===== src/rtl/instr_loader_pkg.sv =====
// Shared widths and state encoding
// for the instruction memory loader.
`ifndef PC_WIDTH
`define PC_WIDTH 8
`endif
`ifndef INSTR_WIDTH
`define INSTR_WIDTH 32
`endif

package instr_loader_pkg;

  localparam int PC_W    = `PC_WIDTH;
  localparam int INSTR_W = `INSTR_WIDTH;
  localparam int DEPTH_D = 128;

  typedef enum logic [1:0] {
    ST_IDLE  = 2'd0,
    ST_LOAD  = 2'd1,
    ST_CHECK = 2'd2
  } ld_state_t;

endpackage


===== src/rtl/instr_loader_if.sv =====
// Byte stream handshake plus the
// instruction memory write port.
interface instr_loader_if #(
  parameter int PC_WIDTH    = 8,
  parameter int INSTR_WIDTH = 32
);

  logic [7:0]             in_data;
  logic                   in_valid;
  logic                   in_ready;
  logic                   we;
  logic [PC_WIDTH-1:0]    waddr;
  logic [INSTR_WIDTH-1:0] wdata;

  modport master (
    input  in_data,
    input  in_valid,
    output in_ready,
    output we,
    output waddr,
    output wdata
  );

  modport slave (
    output in_data,
    output in_valid,
    input  in_ready,
    input  we,
    input  waddr,
    input  wdata
  );

endinterface


===== src/rtl/instr_loader_word_assembler.sv =====
// Little-endian byte placement, byte index
// and running XOR checksum of the stream.
module instr_word_assembler #(
  parameter int INSTR_WIDTH = 32
) (
  input  logic                   clk,
  input  logic                   rst_n,
  input  logic                   clr,
  input  logic                   en,
  input  logic [7:0]             byte_in,
  output logic [INSTR_WIDTH-1:0] word,
  output logic                   word_complete,
  output logic [7:0]             csum
);

  localparam int NB   = INSTR_WIDTH / 8;
  localparam int IDXW = $clog2(NB);
  localparam logic [IDXW-1:0] LAST_IDX = IDXW'(NB - 1);

  logic [INSTR_WIDTH-1:0] sh;
  logic [IDXW-1:0]        idx;

  assign word_complete = en && (idx == LAST_IDX);

  // Word as it stands once the current byte lands
  always_comb begin
    word = sh;
    word[8*idx +: 8] = byte_in;
  end

  // Byte index, partial word and checksum
  always_ff @(posedge clk) begin
    if (!rst_n || clr) begin
      sh   <= '0;
      idx  <= '0;
      csum <= '0;
    end else if (en) begin
      csum <= csum ^ byte_in;
      if (word_complete) begin
        sh  <= '0;
        idx <= '0;
      end else begin
        sh  <= word;
        idx <= idx + 1'b1;
      end
    end
  end

endmodule


===== src/rtl/instr_loader.sv =====
// Loads a checksummed byte stream into
// instruction memory, core held in reset.
module instr_loader
  import instr_loader_pkg::*;
#(
  parameter int PC_WIDTH    = PC_W,
  parameter int INSTR_WIDTH = INSTR_W,
  parameter int DEPTH       = DEPTH_D
) (
  input  logic                clk,
  input  logic                rst_n,
  input  logic                start,
  input  logic [PC_WIDTH-1:0] start_addr,
  input  logic [PC_WIDTH:0]   start_count,
  input  logic                abort,
  output logic                core_rst_n,
  output logic                busy,
  output logic                done,
  output logic                err,
  instr_loader_if.master      bus
);

  localparam logic [PC_WIDTH-1:0] LAST_A =
    PC_WIDTH'(DEPTH - 1);

  ld_state_t              state;
  logic [PC_WIDTH:0]      words_left;
  logic                   accept;
  logic                   asm_en;
  logic                   asm_clr;
  logic                   last_byte;
  logic [INSTR_WIDTH-1:0] asm_word;
  logic [7:0]             csum;

  assign accept  = bus.in_valid && bus.in_ready;
  assign asm_en  = accept && !abort &&
                   (state == ST_LOAD);
  assign asm_clr = (state == ST_IDLE) || abort;

  instr_word_assembler #(
    .INSTR_WIDTH (INSTR_WIDTH)
  ) u_asm (
    .clk           (clk),
    .rst_n         (rst_n),
    .clr           (asm_clr),
    .en            (asm_en),
    .byte_in       (bus.in_data),
    .word          (asm_word),
    .word_complete (last_byte),
    .csum          (csum)
  );

  // Loader FSM with registered outputs
  always_ff @(posedge clk) begin
    if (!rst_n) begin
      state        <= ST_IDLE;
      words_left   <= '0;
      bus.in_ready <= 1'b0;
      bus.we       <= 1'b0;
      bus.waddr    <= '0;
      bus.wdata    <= '0;
      core_rst_n   <= 1'b0;
      busy         <= 1'b0;
      done         <= 1'b0;
      err          <= 1'b0;
    end else begin
      bus.we <= 1'b0;
      done   <= 1'b0;
      if (bus.we)
        bus.waddr <= (bus.waddr == LAST_A) ?
                     '0 : bus.waddr + 1'b1;
      if (state != ST_IDLE && abort) begin
        state        <= ST_IDLE;
        bus.in_ready <= 1'b0;
        busy         <= 1'b0;
      end else begin
        case (state)
          ST_IDLE: begin
            core_rst_n <= 1'b1;
            if (start) begin
              bus.waddr    <= start_addr;
              words_left   <= start_count;
              err          <= 1'b0;
              core_rst_n   <= 1'b0;
              busy         <= 1'b1;
              bus.in_ready <= 1'b1;
              state <= (start_count != '0) ?
                       ST_LOAD : ST_CHECK;
            end
          end
          ST_LOAD: begin
            if (last_byte) begin
              bus.wdata  <= asm_word;
              bus.we     <= 1'b1;
              words_left <= words_left - 1'b1;
              if (words_left == 1)
                state <= ST_CHECK;
            end
          end
          ST_CHECK: begin
            if (accept) begin
              err          <= (bus.in_data != csum);
              done         <= 1'b1;
              busy         <= 1'b0;
              bus.in_ready <= 1'b0;
              state        <= ST_IDLE;
            end
          end
          default: state <= ST_IDLE;
        endcase
      end
    end
  end

endmodule

===== src/flat_wrapper.sv =====
// flat-port wrapper written by rule: the top's interface ports become plain ports
module instr_loader_flat import instr_loader_pkg::*;
#(
  parameter int PC_WIDTH    = PC_W,
  parameter int INSTR_WIDTH = INSTR_W,
  parameter int DEPTH       = DEPTH_D
)
  (clk, rst_n, start, start_addr, start_count, abort, core_rst_n, busy, done, err, bus_in_data, bus_in_valid, bus_in_ready, bus_we, bus_waddr, bus_wdata);
  instr_loader_if #(.PC_WIDTH(PC_WIDTH), .INSTR_WIDTH(INSTR_WIDTH)) bus_i ();
  input  logic clk;
  input  logic rst_n;
  input  logic start;
  input  logic [PC_WIDTH-1:0] start_addr;
  input  logic [PC_WIDTH:0] start_count;
  input  logic abort;
  output logic core_rst_n;
  output logic busy;
  output logic done;
  output logic err;
  input wire logic [$bits(bus_i.in_data)-1:0] bus_in_data;
  input wire logic [$bits(bus_i.in_valid)-1:0] bus_in_valid;
  output wire logic [$bits(bus_i.in_ready)-1:0] bus_in_ready;
  output wire logic [$bits(bus_i.we)-1:0] bus_we;
  output wire logic [$bits(bus_i.waddr)-1:0] bus_waddr;
  output wire logic [$bits(bus_i.wdata)-1:0] bus_wdata;
  assign bus_i.in_data = bus_in_data;
  assign bus_i.in_valid = bus_in_valid;
  assign bus_in_ready = bus_i.in_ready;
  assign bus_we = bus_i.we;
  assign bus_waddr = bus_i.waddr;
  assign bus_wdata = bus_i.wdata;
  instr_loader #(.PC_WIDTH(PC_WIDTH), .INSTR_WIDTH(INSTR_WIDTH), .DEPTH(DEPTH)) u_core (.clk(clk), .rst_n(rst_n), .start(start), .start_addr(start_addr), .start_count(start_count), .abort(abort), .core_rst_n(core_rst_n), .busy(busy), .done(done), .err(err), .bus(bus_i));
endmodule

===== config.mk =====
export PLATFORM = sky130hd
export DESIGN_NAME = instr_loader_flat
export DESIGN_NICKNAME = d
export VERILOG_FILES = /design/src/rtl/instr_loader_pkg.sv /design/src/rtl/instr_loader_if.sv /design/src/rtl/instr_loader_word_assembler.sv /design/src/rtl/instr_loader.sv /design/src/flat_wrapper.sv
export SDC_FILE = /design/constraint.sdc
export NUM_CORES = 1
export LEC_CHECK = 0
export CAP_MARGIN = 30
export CORE_ASPECT_RATIO = 1.2
export CORE_MARGIN = 1
export CORE_UTILIZATION = 23
export DETAILED_ROUTE_END_ITERATION = 8
export GPL_TIMING_DRIVEN = 0
export SLEW_MARGIN = 20
export SYNTH_ARGS = -nofsm -noshare
export SYNTH_HDL_FRONTEND = slang
export SYNTH_SLANG_ARGS = --single-unit

===== constraint.sdc =====
create_clock -name clk -period 2.05 [get_ports clk]
set_clock_uncertainty 0.1 [all_clocks]
set_input_delay 0.205 -clock clk [delete_from_list [all_inputs] [get_ports clk]]
set_output_delay 0.205 -clock clk [all_outputs]
set_load 0.01 [all_outputs]

Yosys cells after proc, flatten, opt, wreduce, memory -nomap -nowiden:

Cells that the tools add are included.

* memory bits (read-only): 0
* word-level logic and storage cells: 82
* memories kept: 0
* output and inout port bits: 46
* memory bits (writable): 0
* input bits: 30
* bits in latches: 0
* register bits after elaboration: 98

* multiply operators: 0
* bitwise operators: 5
* eq/ne operators: 10
* div/mod/pow operators: 0
* reduce and logical (&&, ||, !) cells: 23
* add/sub/neg operators: 4
* muxes and demuxes: 26
* shift operators: 2
* $lt $le $gt $ge: 0

Operator list (count)
* $mux W8: 5
* $neg A5 Y34: 1
* $shift A8 B34 Y32 const A: 1
* $shiftx A8 B34 Y32: 1
* $bwmux W32: 1
* $mux W32: 1
* $mux W9: 2
* $pmux W9 S2: 1
* $mux W2: 6
* $reduce_and A4 Y1: 3
* $eq A9 B1 Y1 const B: 1
* $reduce_bool A9 Y1: 1
* $sub A9 B1 Y9 const B: 1
* $add A8 B1 Y8 const B: 1
* $eq A8 B7 Y1 const B: 1
* $ne A8 B8 Y1: 1
* $xor A8 B8 Y8: 1
* $mux W1: 7
* $pmux W2 S3: 1
* $reduce_and A3 Y1: 2
* $reduce_bool A2 Y1: 3
* $reduce_or A3 Y1: 2
* $logic_and A1 B1 Y1: 5
* $eq A2 B2 Y1 const B: 2
* 11 further kinds: 19

Logic depth before layout (Yosys ltp):

Gate-level depths: netlist of the first run.

* depth after elaboration: 6
* mapped depth: 7
* gate-level depth less buffers: 6

Modules after synthesis:

From an unflattened synthesis of the first run, not the netlist that was laid out.

* cell total of the unflattened synthesis: 552
* area, all modules: 4488.1 µm²

By module, submodules not included
* instr_loader: times used 1, cells an instance 320, seq. area each 1121.1 µm², area each 2528.7 µm²
* instr_word_assembler: times used 1, cells an instance 232, seq. area each 840.8 µm², area each 1959.4 µm²

Least setup slack after synthesis of the first run:

Ideal clock, no wire load.

* kind: register to register
* start point: register u_core.u_asm.idx[0]
* end point: register u_core.u_asm.sh[14]
* data arrival time: 1.659 ns
* required time: 1.822 ns
* setup time: 0.128 ns
* setup slack: 0.163 ns
* buffers on the path: 1
* stages on the path, launching flop included: 8
* period minus slack after synthesis: 1.887 ns
* path through: dfxtp_1 inv_1 ha_1 and4b_1 clkbuf_1 a22o_1 a22oi_1 nor2_1

* longest elaborated chain between the ends: 4
* elaborated cells on any way between the ends: 7
* those cells by class: 1 x add/sub; 1 x eq/ne; 2 x shift; 2 x mux; 1 x reduce/logical

RTL lines
* from (decl): RTL line instr_loader_word_assembler.sv:21 `logic [IDXW-1:0] idx;`
* from (signal assigned): RTL line instr_loader_word_assembler.sv:44 `idx <= idx + 1'b1;`
* $neg A5 Y34: RTL line instr_loader_word_assembler.sv:28 `word[8*idx +: 8] = byte_in;`
* $shiftx A8 B34 Y32 or $shift A8 B34 Y32 (tied branches): RTL line instr_loader_word_assembler.sv:28
* $bwmux W32: RTL line instr_loader_word_assembler.sv:28
* $mux W32 *: RTL line instr_loader_word_assembler.sv:39 `if (word_complete) begin`
* to (signal assigned): RTL line instr_loader_word_assembler.sv:43 `sh <= word;`
* to (decl): RTL line instr_loader_word_assembler.sv:20 `logic [INSTR_WIDTH-1:0] sh;`

Every way passes the cells marked *; elsewhere a longest branch is shown, timed or not.
A chain may end at the register's enable or synchronous reset.

Worst setup path in the final report of the first run:

* start point: register u_core.u_asm.idx[0]
* end point: register u_core.bus.wdata[9]

* longest elaborated chain between the ends: 3
* elaborated cells on any way between the ends: 7
* those cells by class: 1 x add/sub; 1 x eq/ne; 2 x shift; 1 x mux; 2 x reduce/logical

RTL lines
* $neg A5 Y34 or $eq A2 B2 Y1 (tied branches): RTL line instr_loader_word_assembler.sv:28, instr_loader_word_assembler.sv:23
* $shiftx A8 B34 Y32 (tied with other cells): RTL line instr_loader_word_assembler.sv:28
* $bwmux W32 or $reduce_and A3 Y1 (tied branches)
* to (signal assigned): RTL line instr_loader.sv:93 `bus.wdata <= asm_word;`
* to (decl): RTL line instr_loader_if.sv:21 `output wdata`

Parallel ways exist; a longest one is shown, timed or not.

==> flow_metrics.tcl, run 1 <==
set metrics [dict create \
    setup_slack_ns 0.1329 \
    synthSimpleGateAreaFrac_pct 23.75 \
    r2r_end "u_core.bus.wdata[9]" \
    grt_pass1_wl_mm 20.09 \
    grtUsageTotal_pct 13.18 \
    crit_buf_inv 1 \
    fin_area_mm2 0.005688 \
    die_h_um 152.0 \
    rsz0062_at_grt "true" \
    status "completed" \
    yosys.area_share.adder_pct 2.320 \
    worstPathMaxFanout 8 \
    setup_violations 0 \
    critPathTopFamily "simple AND/OR/NAND/NOR gates" \
    synth_top_family_by_area "simple AND/OR/NAND/NOR gates" \
    vias_per_cell 4.812 \
    clkLatencyLatePin_ns 0.35 \
    rows 54 \
    final_core_util_pct 31.18 \
    worstSetupEndpointType "register" \
    min_path_type "input port to register" \
    r2r-start "u_core.u_asm.idx[0]" \
    post_dp_cell_area_mm2 0.005335 \
    clk_pin_slew_worst_paths_ns 0.07 \
    initial_core_util_pct 23.65 \
    pre_cts_slack_ns -0.1553 \
    cts.sinks 90 \
    slowest_delay_ns 0.40 \
    grt_remaining_overflow 0 \
    synth_compound_area_share_pct 20.97 \
    synth.area.top_cells "dfxtp_1 (42%), a21oi_1 (6.0%), a22o_1 (4.9%)" \
    hold_buffers 0 \
    critical_path_depth 6 \
    vias 3893 \
    drv_slew 0 \
    finalCritPeriodShare_pct 93.52 \
    drc 0 \
    die_area_mm2 0.01931 \
    period_needed_ns 1.917 \
    yosysWarnings 0 \
    netlist_area_mm2 0.004314 \
    syn_avg_cell_area_um2 8.751 \
    dieWidth_um 127.0 \
    cts_buffer_depth 2 \
    syn_to_final_growth_pct 31.84 \
    path_class "register to register" \
    ys_types 53 \
    synth_seq_cells 90 \
    final_hold_viol_count 0 \
    synth_cells 493 \
    crit_start "u_core.u_asm.idx[0]" \
    slowest_stage "dfxtp_4" \
    grt_pass1_vias 3831 \
    critPathLaunchType "register" \
    leakagePower_nw 1.938 \
    final.fill_count 1902 \
    slew_headroom_pct 49.50 \
    tns_ns 0 \
    first_iter_violations 229 \
    htreeDepth 3 \
    critical_path_arrival_ns 2.09 \
    synthMuxAreaShare_pct 0.4930 \
    tightest_slew_ns 0.7506 \
    crit_end "u_core.bus.wdata[9]" \
    antenna_found_initial 0 \
    rr_worst_depth 6 \
    ys_seq_area_share_pct 41.76 \
    synth_xor_area_share_pct 4.466 \
    gp_congestion 0.8197 \
    dp_hpwl_mm 8.766 \
    grt_max_degree 19 \
    syn_nets 531 \
    vdd_drop_max_mv 0.3608 \
    cp_cell_sequence "clkinvlp_4 > ha_4 > and4b_1 > a22o_1 > nand3_1 > a21oi_1" \
    drt-total-wl_mm 12.17 \
    required_ns 2.23 \
    r2r_slack_ns 0.13 \
    synth_flop_cell "dfxtp_1" \
    synth_area_leader_cell "dfxtp_1" \
    synthArstFlopShare_pct 0 \
    synth.top_cell.area_share_pct 41.76 \
    synth_edf_count 0 \
    antenna_cells 0 \
    min_from "abort" \
    drive_gt1_share_pct 12.48 \
    maxCapViolCount 0 \
    drt-pass1-iter-count 4 \
    detail-route-antenna-nets 0 \
    final_nets 618 \
    cts_tree "built" \
    io_buffers 74 \
    post_drt_wl_per_cell_um 15.04 \
    core_region_area_mm2 0.01824 \
    cts-root-buf "clkbuf_16" \
    powerDensity_mw_per_mm2 745.4 \
    cts_made_buffers 9 \
    max_freq_mhz 521.6 \
    io_pins 76 \
]
[stage by stage]
| step | power [mW] | cells | hold WS, ns |
|---|---|---|---|
| floorplan | 2.354 | 493 | 0.2374 |
| global placement | 2.629 | 791 | 0.3391 |
| detailed placement | 2.630 | 791 | 0.3446 |
| CTS | 4.276 | 806 | 0.2483 |
| global route | 4.451 | 809 | 0.2859 |
| finish | 4.240 | 809 | 0.2439 |
[worst min-delay path by stage]
stage	to	cells after the start
after floorplan	u_core.bus.waddr[5]	2
after global placement	u_core.bus.wdata[0]	2
after detailed placement	u_core.bus.wdata[0]	2
after CTS	u_core.err	3
after global routing	u_core.err	3
final	u_core.err	3
[flip-flops by register name, summed over array words and instances, names as in the netlist]
name               flops
u_core.bus.wdata      32
u_core.state           2
u_core.u_asm.csum      8
u_core.done            1
u_core.bus.waddr       8
u_core.err             1
u_core.u_asm.sh       24
u_core.busy            1
u_core.bus.we          1
u_core.u_asm.idx       2
u_core.words_left      9
u_core.core_rst_n      1
[area by class of cell]
cell class                      count  area [um2]  area share (%)
Buffer                             38       226.5           3.982
Clock buffer                        9       225.2           3.960
Clock inverter                      7       68.82           1.210
Inverter                           12       48.80          0.8579
Multi-Input combinational cell    352        2270           39.90
Sequential cell                    90        1805           31.74
Tap cell                          224       280.3           4.927
Timing Repair Buffer               77       763.2           13.42
[cell usage in the layout (no fill, tap or decap), types with 5 or more instances in the layout]
| cell type | count |
|---|---|
| clkbuf_16 | 9 |
| o21ai_0 | 6 |
| inv_1 | 11 |
| a22oi_1 | 25 |
| nor2_1 | 48 |
| nand3_1 | 36 |
| ha_1 | 6 |
| clkdlybuf4s50_1 | 74 |
| inv_6 | 5 |
| xor2_1 | 13 |
| buf_4 | 12 |
| o211ai_1 | 5 |
| a22o_1 | 24 |
| a21oi_1 | 52 |
| nor4_1 | 6 |
| dfxtp_1 | 89 |
| xnor2_1 | 9 |
| nor3b_2 | 9 |
| clkbuf_1 | 8 |
| buf_2 | 15 |
| nor3_1 | 6 |
| nand2_1 | 48 |
[cells in the mapped netlist (5+ instances only)]
library cell,instances
dfxtp_1,90
a21oi_1,52
nand2_1,48
nor2_1,48
nand3_1,36
a22oi_1,25
a22o_1,24
buf_2,17
xor2_1,13
inv_1,12
clkbuf_1,10
xnor2_1,9
ha_1,8
nor3b_2,8
buf_4,7
nor3_1,6
nor4_1,6
o21ai_0,6
o211ai_1,5
[kinds of logic after synthesis]
family | Yosys count
simple gates | 186
compound gates | 134
flops | 90
buf+inv | 51
xor+xnor | 22
fa+ha+maj | 8
mux | 2
[worst reg2reg max path, stage by stage, from the launching register on]
cell and delay (ns):
dfxtp_4 0.40, clkinvlp_4 0.16, ha_4 0.33, and4b_1 0.40
a22o_1 0.22, nand3_1 0.09, a21oi_1 0.15
[layer usage]
| layer | up-vias | GRT usage (%) | share of wire [%] |
|---|---|---|---|
| li1 | 1945 | - | - |
| met4 | 0 | 6.009 | 2.8 |
| met5 | - | 0 | 0 |
| met1 | 1848 | 16.08 | 46 |
| met3 | 22 | 3.380 | 4.5 |
| met2 | 78 | 21.61 | 47 |
[what timing repair did]
item                                    4_1_cts  5_1_grt
endpoints found under the setup margin       38       55
buffers inserted                              0        3
gates cloned                                  0        0
gates resized for setup                       1       11
[report_power, final]
| part | leakage, nW | internal, mW | switching [mW] | total (mW) |
|---|---|---|---|---|
| Combinational | 1.06 | 0.318 | 0.387 | 0.705 |
| Sequential | 0.729 | 1.81 | 0.0781 | 1.89 |
| Clock | 0.145 | 0.857 | 0.789 | 1.65 |
| Total | 1.94 | 2.99 | 1.25 | 4.24 |
(Power assumes the default switching activity.)
==> inputs of run 2 (changes only) <==
- CTS_BUF_LIST: unset -> sky130_fd_sc_hd__clkbuf_16
==> results of run 2 <==
Final layout, timing and power as in run 1 (identical DEF).
